File: config.mk
export PLATFORM = sky130hd
export DESIGN_NAME = fetch_unit
export DESIGN_NICKNAME = d
export VERILOG_FILES = /design/src/rtl/fetch_unit_pkg.sv /design/src/rtl/fetch_fifo.sv /design/src/rtl/fetch_unit.sv
export SDC_FILE = /design/constraint.sdc
export NUM_CORES = 1
export LEC_CHECK = 0
export ABC_CLOCK_PERIOD_IN_PS = 2800
export CAP_MARGIN = 20
export CORE_MARGIN = 10
export CORE_UTILIZATION = 25
export DETAILED_ROUTE_END_ITERATION = 8
export MAX_ROUTING_LAYER = met4
export PLACE_DENSITY_LB_ADDON = 0.25
export REMOVE_ABC_BUFFERS = 1
export SYNTH_ARGS = -nofsm -noshare
export SYNTH_HDL_FRONTEND = slang
export SYNTH_SLANG_ARGS = --single-unit
File: constraint.sdc
create_clock -name clk -period 2.8 [get_ports clk]
set_input_delay 0.56 -clock clk [delete_from_list [all_inputs] [get_ports clk]]
set_output_delay 0.56 -clock clk [all_outputs]
set_load 0.05 [all_outputs]
File: src/rtl/fetch_unit_pkg.sv
// fetch_unit_pkg: shared constants, fetch FSM state type and branch-target helper
// Contents:
//   INSTR_W, PC_STEP, BR_PIPE_OFS  instruction width, sequential step, branch pipeline offset
//   fetch_state_e                  IDLE / REQ / DROP fetch FSM states
//   br_target()                    br_pc + 8 + sext(offset)<<2, word aligned
package fetch_unit_pkg;
  localparam int INSTR_W = 32;
  localparam int PC_STEP = 4;
  localparam int BR_PIPE_OFS = 8;
  typedef enum logic [1:0] {IDLE, REQ, DROP} fetch_state_e;
  function automatic logic [31:0] br_target(input logic [31:0] pc, input logic [23:0] ofs);
    return (pc + 32'(BR_PIPE_OFS) + {{6{ofs[23]}}, ofs, 2'b00}) & 32'hFFFF_FFFC;
  endfunction
endpackage

File: src/rtl/fetch_fifo.sv
// fetch_fifo: 2-entry synchronous FIFO of {pc, instr} with flush
// Ports:
//   clk, rst_n       clock, asynchronous active-low reset
//   i_push, i_pop    write / read strobes, both honoured in the same cycle
//   i_flush          empties the FIFO, overrides push and pop
//   i_instr, i_pc    entry written on push
//   o_instr, o_pc    head entry
//   o_count          number of valid entries (0..2)
module fetch_fifo #(
  parameter int AW = 32,
  parameter int DW = 32
) (
  input  logic          clk,
  input  logic          rst_n,
  input  logic          i_push,
  input  logic          i_pop,
  input  logic          i_flush,
  input  logic [DW-1:0] i_instr,
  input  logic [AW-1:0] i_pc,
  output logic [DW-1:0] o_instr,
  output logic [AW-1:0] o_pc,
  output logic [1:0]    o_count
);
  logic [DW-1:0] r_instr [2];
  logic [AW-1:0] r_pc [2];
  logic          r_rd;
  logic          r_wr;
  logic [1:0]    r_count;
  logic          w_push;
  logic          w_pop;

  // pushing into a full FIFO is only legal when the head leaves the same cycle
  assign w_pop  = i_pop && r_count != 2'd0;
  assign w_push = i_push && (r_count != 2'd2 || w_pop);

  always_ff @(posedge clk or negedge rst_n) begin
    if (!rst_n) begin
      for (int i = 0; i < 2; i++) begin
        r_instr[i] <= '0;
        r_pc[i]    <= '0;
      end
      r_rd    <= 1'b0;
      r_wr    <= 1'b0;
      r_count <= 2'd0;
    end else if (i_flush) begin
      r_rd    <= 1'b0;
      r_wr    <= 1'b0;
      r_count <= 2'd0;
    end else begin
      if (w_push) begin
        r_instr[r_wr] <= i_instr;
        r_pc[r_wr]    <= i_pc;
        r_wr          <= ~r_wr;
      end
      if (w_pop) r_rd <= ~r_rd;
      r_count <= r_count + {1'b0, w_push} - {1'b0, w_pop};
    end
  end

  assign o_instr = r_instr[r_rd];
  assign o_pc    = r_pc[r_rd];
  assign o_count = r_count;
endmodule

File: src/rtl/fetch_unit.sv
// fetch_unit: instruction fetch stage with single-outstanding imem port, 2-entry buffer and branch redirect
// Ports:
//   clk, rst_n                       clock, asynchronous active-low reset
//   imem_req, imem_addr              fetch request and word address, held until ack
//   imem_ack, imem_rdata             request completion and fetched word
//   instr_valid, instr_out, pc_out   head of the instruction buffer towards decode
//   stall                            decoder back-pressure
//   br_en, br_offset, br_pc          redirect pulse, signed word offset, branching pc
module fetch_unit
  import fetch_unit_pkg::*;
#(
  parameter int                ADDR_W     = 32,
  parameter logic [ADDR_W-1:0] RESET_PC   = '0,
  parameter int                FIFO_DEPTH = 2
) (
  input  logic               clk,
  input  logic               rst_n,
  output logic               imem_req,
  output logic [ADDR_W-1:0]  imem_addr,
  input  logic               imem_ack,
  input  logic [INSTR_W-1:0] imem_rdata,
  output logic               instr_valid,
  output logic [INSTR_W-1:0] instr_out,
  output logic [ADDR_W-1:0]  pc_out,
  input  logic               stall,
  input  logic               br_en,
  input  logic [23:0]        br_offset,
  input  logic [ADDR_W-1:0]  br_pc
);
  fetch_state_e      r_state;
  fetch_state_e      w_state_nxt;
  logic [ADDR_W-1:0] r_fetch_pc;
  logic [ADDR_W-1:0] w_fetch_pc_nxt;
  logic [ADDR_W-1:0] r_addr;
  logic [ADDR_W-1:0] w_addr_nxt;
  logic [ADDR_W-1:0] w_target;
  logic [1:0]        w_count;
  logic [1:0]        w_cnt_nxt;
  logic              w_ack;
  logic              w_push;
  logic              w_pop;

  assign w_target    = ADDR_W'(br_target(32'(br_pc), br_offset));
  assign imem_req    = r_state != IDLE;
  assign imem_addr   = r_addr;
  assign instr_valid = w_count != 2'd0;
  // a redirect wins over everything: no pop, no push, acked data is discarded
  assign w_ack       = imem_ack && r_state != IDLE;
  assign w_pop       = instr_valid && !stall && !br_en;
  assign w_push      = w_ack && r_state == REQ && !br_en;
  assign w_cnt_nxt   = w_count + {1'b0, w_push} - {1'b0, w_pop};

  // r_addr is separate from r_fetch_pc so a DROP keeps the old address on the bus
  // while fetch_pc already points at the redirect target
  always_comb begin
    w_state_nxt    = r_state;
    w_fetch_pc_nxt = r_fetch_pc;
    w_addr_nxt     = r_addr;
    if (br_en) begin
      w_fetch_pc_nxt = w_target;
      w_state_nxt    = (r_state != IDLE && !w_ack) ? DROP : IDLE;
    end else if (r_state == IDLE) begin
      w_state_nxt = (w_count < 2'(FIFO_DEPTH)) ? REQ : IDLE;
      w_addr_nxt  = r_fetch_pc;
    end else if (w_ack) begin
      w_fetch_pc_nxt = (r_state == REQ) ? r_fetch_pc + ADDR_W'(PC_STEP) : r_fetch_pc;
      w_state_nxt    = (r_state == REQ && w_cnt_nxt < 2'(FIFO_DEPTH)) ? REQ : IDLE;
      w_addr_nxt     = w_fetch_pc_nxt;
    end
  end

  always_ff @(posedge clk or negedge rst_n) begin
    if (!rst_n) begin
      r_state    <= IDLE;
      r_fetch_pc <= RESET_PC;
      r_addr     <= RESET_PC;
    end else begin
      r_state    <= w_state_nxt;
      r_fetch_pc <= w_fetch_pc_nxt;
      r_addr     <= w_addr_nxt;
    end
  end

  fetch_fifo #(.AW(ADDR_W), .DW(INSTR_W)) u_fifo (
    .clk     (clk),
    .rst_n   (rst_n),
    .i_push  (w_push),
    .i_pop   (w_pop),
    .i_flush (br_en),
    .i_instr (imem_rdata),
    .i_pc    (r_fetch_pc),
    .o_instr (instr_out),
    .o_pc    (pc_out),
    .o_count (w_count)
  );
endmodule

[Word level (Yosys, flattened, before mapping)]
Cells that the tools add are included.
Widths: inputs -> output; s select.
Word-level totals
  bits in registers: 198
  input port bits: 93
  output and inout bits: 98
  word-level logic and storage cells: 81
Cells by class
  add/sub/neg operators: 7
  order comparisons: 5
  eq/ne operators: 3
  mux-type cells: 26
  bitwise gates (word level): 5
  reduce and logical (&&, ||, !) cells: 25
Operators by type and width (count)
  $mux 32: 12
  $bwmux 64: 2
  $add 32x3->32 const B: 1
  $add 32x32->32: 1
  $add 32x4->32 const B: 1
  $demux 32 s1: 1
  $reduce_bool 2->1: 6
  $logic_and 1x1->1: 10
  $mux 2: 5
  $mux 1: 6
  $reduce_and 2->1: 3
  $add 2x1->2: 2
  $ge 2x2->1 const B: 2
  $lt 2x2->1 const B: 2
  $ne 2x2->1 const B: 2
  $not 1->2: 2
  $sub 2x1->2: 2
  $logic_not 1->1: 3
  $not 1->1: 3
  $reduce_bool 3->1: 1
  $eq 2x1->1 const B: 1
  $logic_not 2->1: 1
  $lt 2x1->1 const B: 1
  $logic_or 1x1->1: 1

[Logic depth before layout (Yosys ltp)]
  depth after elaboration: 12
  gate-level depth with buffers: 12
  gate-level depth less buffers: 12

[Cells and area by module]
Synthesis repeated with hierarchy kept, for this count alone.
Unflattened totals
  cells, all modules: 1003
  area total of the unflattened synthesis: 11245.8 sq um
By module, submodules not included
  fetch_fifo: instances 1, cells each 364, area an instance 5906.9 sq um, sequential area each 3303.2 sq um
  fetch_unit: instances 1, cells each 639, area an instance 5338.9 sq um, sequential area each 1551.5 sq um

[Least setup slack after synthesis]
Ideal clock, no wire load.
  path kind: in2reg
  start: input port br_offset[5]
  end: register r_fetch_pc[28]
  library setup time: 87 ps
  data arrival time: 2915 ps
  data required time: 2713 ps
  slack: -202 ps
  stages on the path: 9
  buffers on the path: 0
  path through: ha_1 > ha_1 > nand3_2 > o221a_4 > o21ba_4 > or4_4 > a311o_1 > and4b_1 > a211oi_2
On the way
  word-level cells in the longest chain between the ends: 2
RTL lines
  from (decl): line fetch_unit.sv:27  | input logic [23:0] br_offset,
  $add 32x32->32: line fetch_unit_pkg.sv:12  | return (pc + 32'(BR_PIPE_OFS) + {{6{ofs[23]}}, ofs, 2'b00}) & 32'hFFFF_FFFC;
  $mux 32: line fetch_unit.sv:59  | if (br_en) begin
  to (signal assigned): line fetch_unit.sv:79  | r_fetch_pc <= w_fetch_pc_nxt;
  to (decl): line fetch_unit.sv:32  | logic [ADDR_W-1:0] r_fetch_pc;
Every way passes these cells.
A chain may end at the register's enable or synchronous reset.

[Worst setup path after layout]
  start: input port br_offset[2]
  end: register r_fetch_pc[28]
Same word-level chain as after synthesis.

==> impl_results.md <==
- Critical Path Source Type: input pin
- Max-cap viol count: 0
- Share of layout cells above drive strength 1: a little over a quarter
- Cell Chain, Critical Path: dlygate4sd2_1 > ha_4 > ha_4 > a21oi_4 > o221a_4 > o21ba_4 > or4_4 > a311o_1 > and4b_1 > a211oi_2
- Final Hold Fails: 0
- First drt pass iteration count: 6
- Ys Warns: 0
- IO Pins: 191
- Worst slew pin tran: between 0.6 and 0.7 ns
- Row count: 76
- Worst min path class: in2async
- Post-synth EDFFs: 0
- Synth top area share: between 40% and 50%
- DRT Wirelength: between 30 and 40 mm
- Remaining DRCs: 0
- Vias in the first global route: 8599
- Power Dens Cells: a little under 900 mW/mm^2
- CTS tree: done
- Post-synth top area cell: dfrtp_1
- CTS Root Cell: clkbuf_16
- Worst hold margin: roughly 0.13 ns
- First-pass GRT wire length: 48.91 mm
- Clk_lat worst skew: between 0.4 and 0.5 ns
- Relative slew slack: between 50 and 60%
- CTS max path bufs: 2
- Placed inst area: between 0.01 and 0.015 sq mm
- 1st-iter DRT viols: 304
- Clock transition at path regs: about 0.080 ns
- PortBufs: ~180
- Seq cells post-synth: 190
- Initial antenna violation count: 0
- Grt ovf: 0
- Syn avg cell area: between 10 and 15 sq um
- Initial Utilization: between 20% and 30%
- Arr. time, crit path: 3.14 ns
- Width of the die: around 230 um
- Post-route setup TNS: 0 ns
- Critical path buffers and inverters: 1
- GRT Util Overall: 12.12%
- Ys async rst share: between 90% and 100%
- Post-Syn Area: about 0.011 sq mm
- H-tree levels: 4
- CP dominant cell by count: ha_4
- Lkg Pwr: 0.006580 uW
- Final core occ: 35.00%
- Final Critical Period: approximately 2.8 ns
- Worst Path Required: between 3 and 4 ns
- Final setup skew: 0.009306 ns
- Routability cong.: around 0.81
- Post-DR wirelength/cell: ~17 um
- Diode count: 0
- Num CTS Buffers: 17
- Final WS setup: between 0.02 and 0.03 ns
- Most used DFF post-synth: dfrtp_1
- Max Slew Vio Count: 0
- # nets final: between 1000 and 1500
- Maximum vdd drop: approximately 0.38 mV
- Die H: between 200 and 250 um
- Status: finished clean
- Delay-heaviest family, CP: compound AO/OA/AOI/OAI gates
- Layout area overhead: 38.87%
- Setup violators final: 0
- Design area: between 0.015 and 0.02 sq mm
- Largest net degree at the start of global routing: 68
- Via density: approximately 4.4
- Vias post-DR: approximately 8100
- CP max stage delay: between 0.4 and 0.5 ns
- Dpl ws: -0.9601 ns
- Main area contributors after synthesis: dfrtp_1 (44%), mux2_1 (13%), ha_1 (7.1%)
- Setup crit end kind: flop
- Synth cell types: 64
- Cells after Synth: 979
- Fin crit share: around 100%
- CP max FO: 3
- Crit Path Category: in2reg
- Slowest-stage cell, CP: or4_4
- CTS sink cnt: 190
- Sequential share of the synthesized area: between 40% and 50%
- DP HPWL: about 23 mm
- Cts hold-fix bufs: 0
- Core region area: around 0.043 sq mm
- Die area: about 0.052 sq mm
- Post-route ant nets: 0
- Fmax: around 360 MHz
==> registers in the layout (all words and copies together), names as in the netlist <==
signal and flops:
u_fifo.r_instr 64, u_fifo.r_pc 60, imem_addr 30, r_fetch_pc 30, r_state 2, u_fifo.o_count 2
u_fifo.r_rd 1, u_fifo.r_wr 1
==> metal layers <==
metal | global-route usage [%] | wire length (um) | vias to the layer above
li1 | - | - | 3978
met5 | - | 0 | -
met4 | 3.728 | 446 | 0
met3 | 1.626 | 648 | 23
met2 | 19.39 | 14690 | 138
met1 | 15.70 | 14980 | 3919
==> where the power goes <==
| group | switching (uW) | internal [uW] |
|---|---|---|
| Clock | 1150 | 1540 |
| Combinational | 3690 | 2400 |
| Sequential | 654 | 3680 |
| Total | 5490 | 7620 |
==> cells by family after synthesis <==
kind of cell | count (synthesis) | share of synthesized area, %
flops | 190 | 43.99
compound gates | 147 | 8.346
buf+inv | 83 | 3.727
simple gates | 217 | 9.689
fa+ha+maj | 62 | 7.246
xor+xnor | 88 | 7.130
other cells | 1 | 0.03469
mux | 191 | 19.84
==> layout make-up <==
cell class / instances / area (sq um)
inverter: 17 / 63.81
multi-input combinational: 709 / 6126
timing repair buffer: 298 / 2686
clock inverter: 14 / 205.2
clock buffer: 18 / 439.2
fill: 4307 / 27880
sequential: 190 / 4758
tap: 585 / 732.0
==> final timing paths <==
| path | from | depth (start not counted) | endpoint | slack, ns |
|---|---|---|---|---|
| worst min-delay path | rst_n | 1 | u_fifo.r_instr[16] | 0.13 |
| worst max register to register | r_fetch_pc[2] | 7 | r_fetch_pc[12] | 0.49 |
| worst max-delay path | br_offset[2] | 10 | r_fetch_pc[28] | 0.03 |
| min in group clk | br_en | 3 | r_fetch_pc[27] | 0.46 |
| worst min register to register | u_fifo.r_pc[46] | 1 | u_fifo.r_pc[46] | 0.48 |
| max in group asynchronous | rst_n | 2 | u_fifo.r_pc[39] | 1.94 |
==> timing repair <==
action | 4_1_cts | 5_1_grt
pin swaps | 12 | 25
gates resized for setup | 38 | 43
setup endpoints to repair | 14 | 8
buffers inserted | 1 | 4
==> placed cells by master (no fill, tap or decap), types with 15 or more instances in the layout <==
cell type / Yosys / routed
dfrtp_1: 190 / 189
ha_1: 61 / 35
buf_4: 4 / 166
clkdlybuf4s50_1: 0 / 99
nand2_1: 49 / 47
nor2_1: 74 / 74
clkbuf_16: 0 / 17
xor2_1: 44 / 44
xnor2_1: 44 / 44
nand4_1: 15 / 15
a21oi_1: 70 / 62
o21ai_1: 20 / 21
mux2_1: 124 / 124
mux2_2: 62 / 62
nor3_1: 15 / 15
ha_4: 0 / 25
nand3_1: 22 / 22
==> metrics by stage <==
step	instances	total power, uW
6_report	1831	13110
5_1_grt	1831	13890
4_1_cts	1828	13270
3_5_place_dp	1795	10430
3_3_place_gp	1795	10350
2_1_floorplan	916	8199
==> worst register-to-register path: cells and delay by family (launching register included) <==
| kind | cells | cell delay [ns] |
|---|---|---|
| fa+ha+maj | 1 | 0.26 |
| compound gates | 1 | 0.07 |
| xor+xnor | 1 | 0.18 |
| flops | 1 | 0.50 |
| simple gates | 4 | 1.18 |
==> synth_stat cells, drive strengths merged, types with 2 or more instances <==
library cell	count
dfrtp	190
nand2b	3
clkbuf	42
a21oi	72
nand4	16
nor3	15
a41oi	3
and4	7
a31oi	5
ha	61
a21o	12
and3	6
or2	2
inv	17
xor2	44
o21ai	29
or3	2
nand2	50
mux2	186
o21bai	3
mux2i	5
xnor2	44
o22ai	2
nor4	2
nor2b	5
nor2	74
o221ai	3
nand3	23
a311oi	2
a211oi	6
buf	24
and2	6
(Power assumes the default switching activity.)
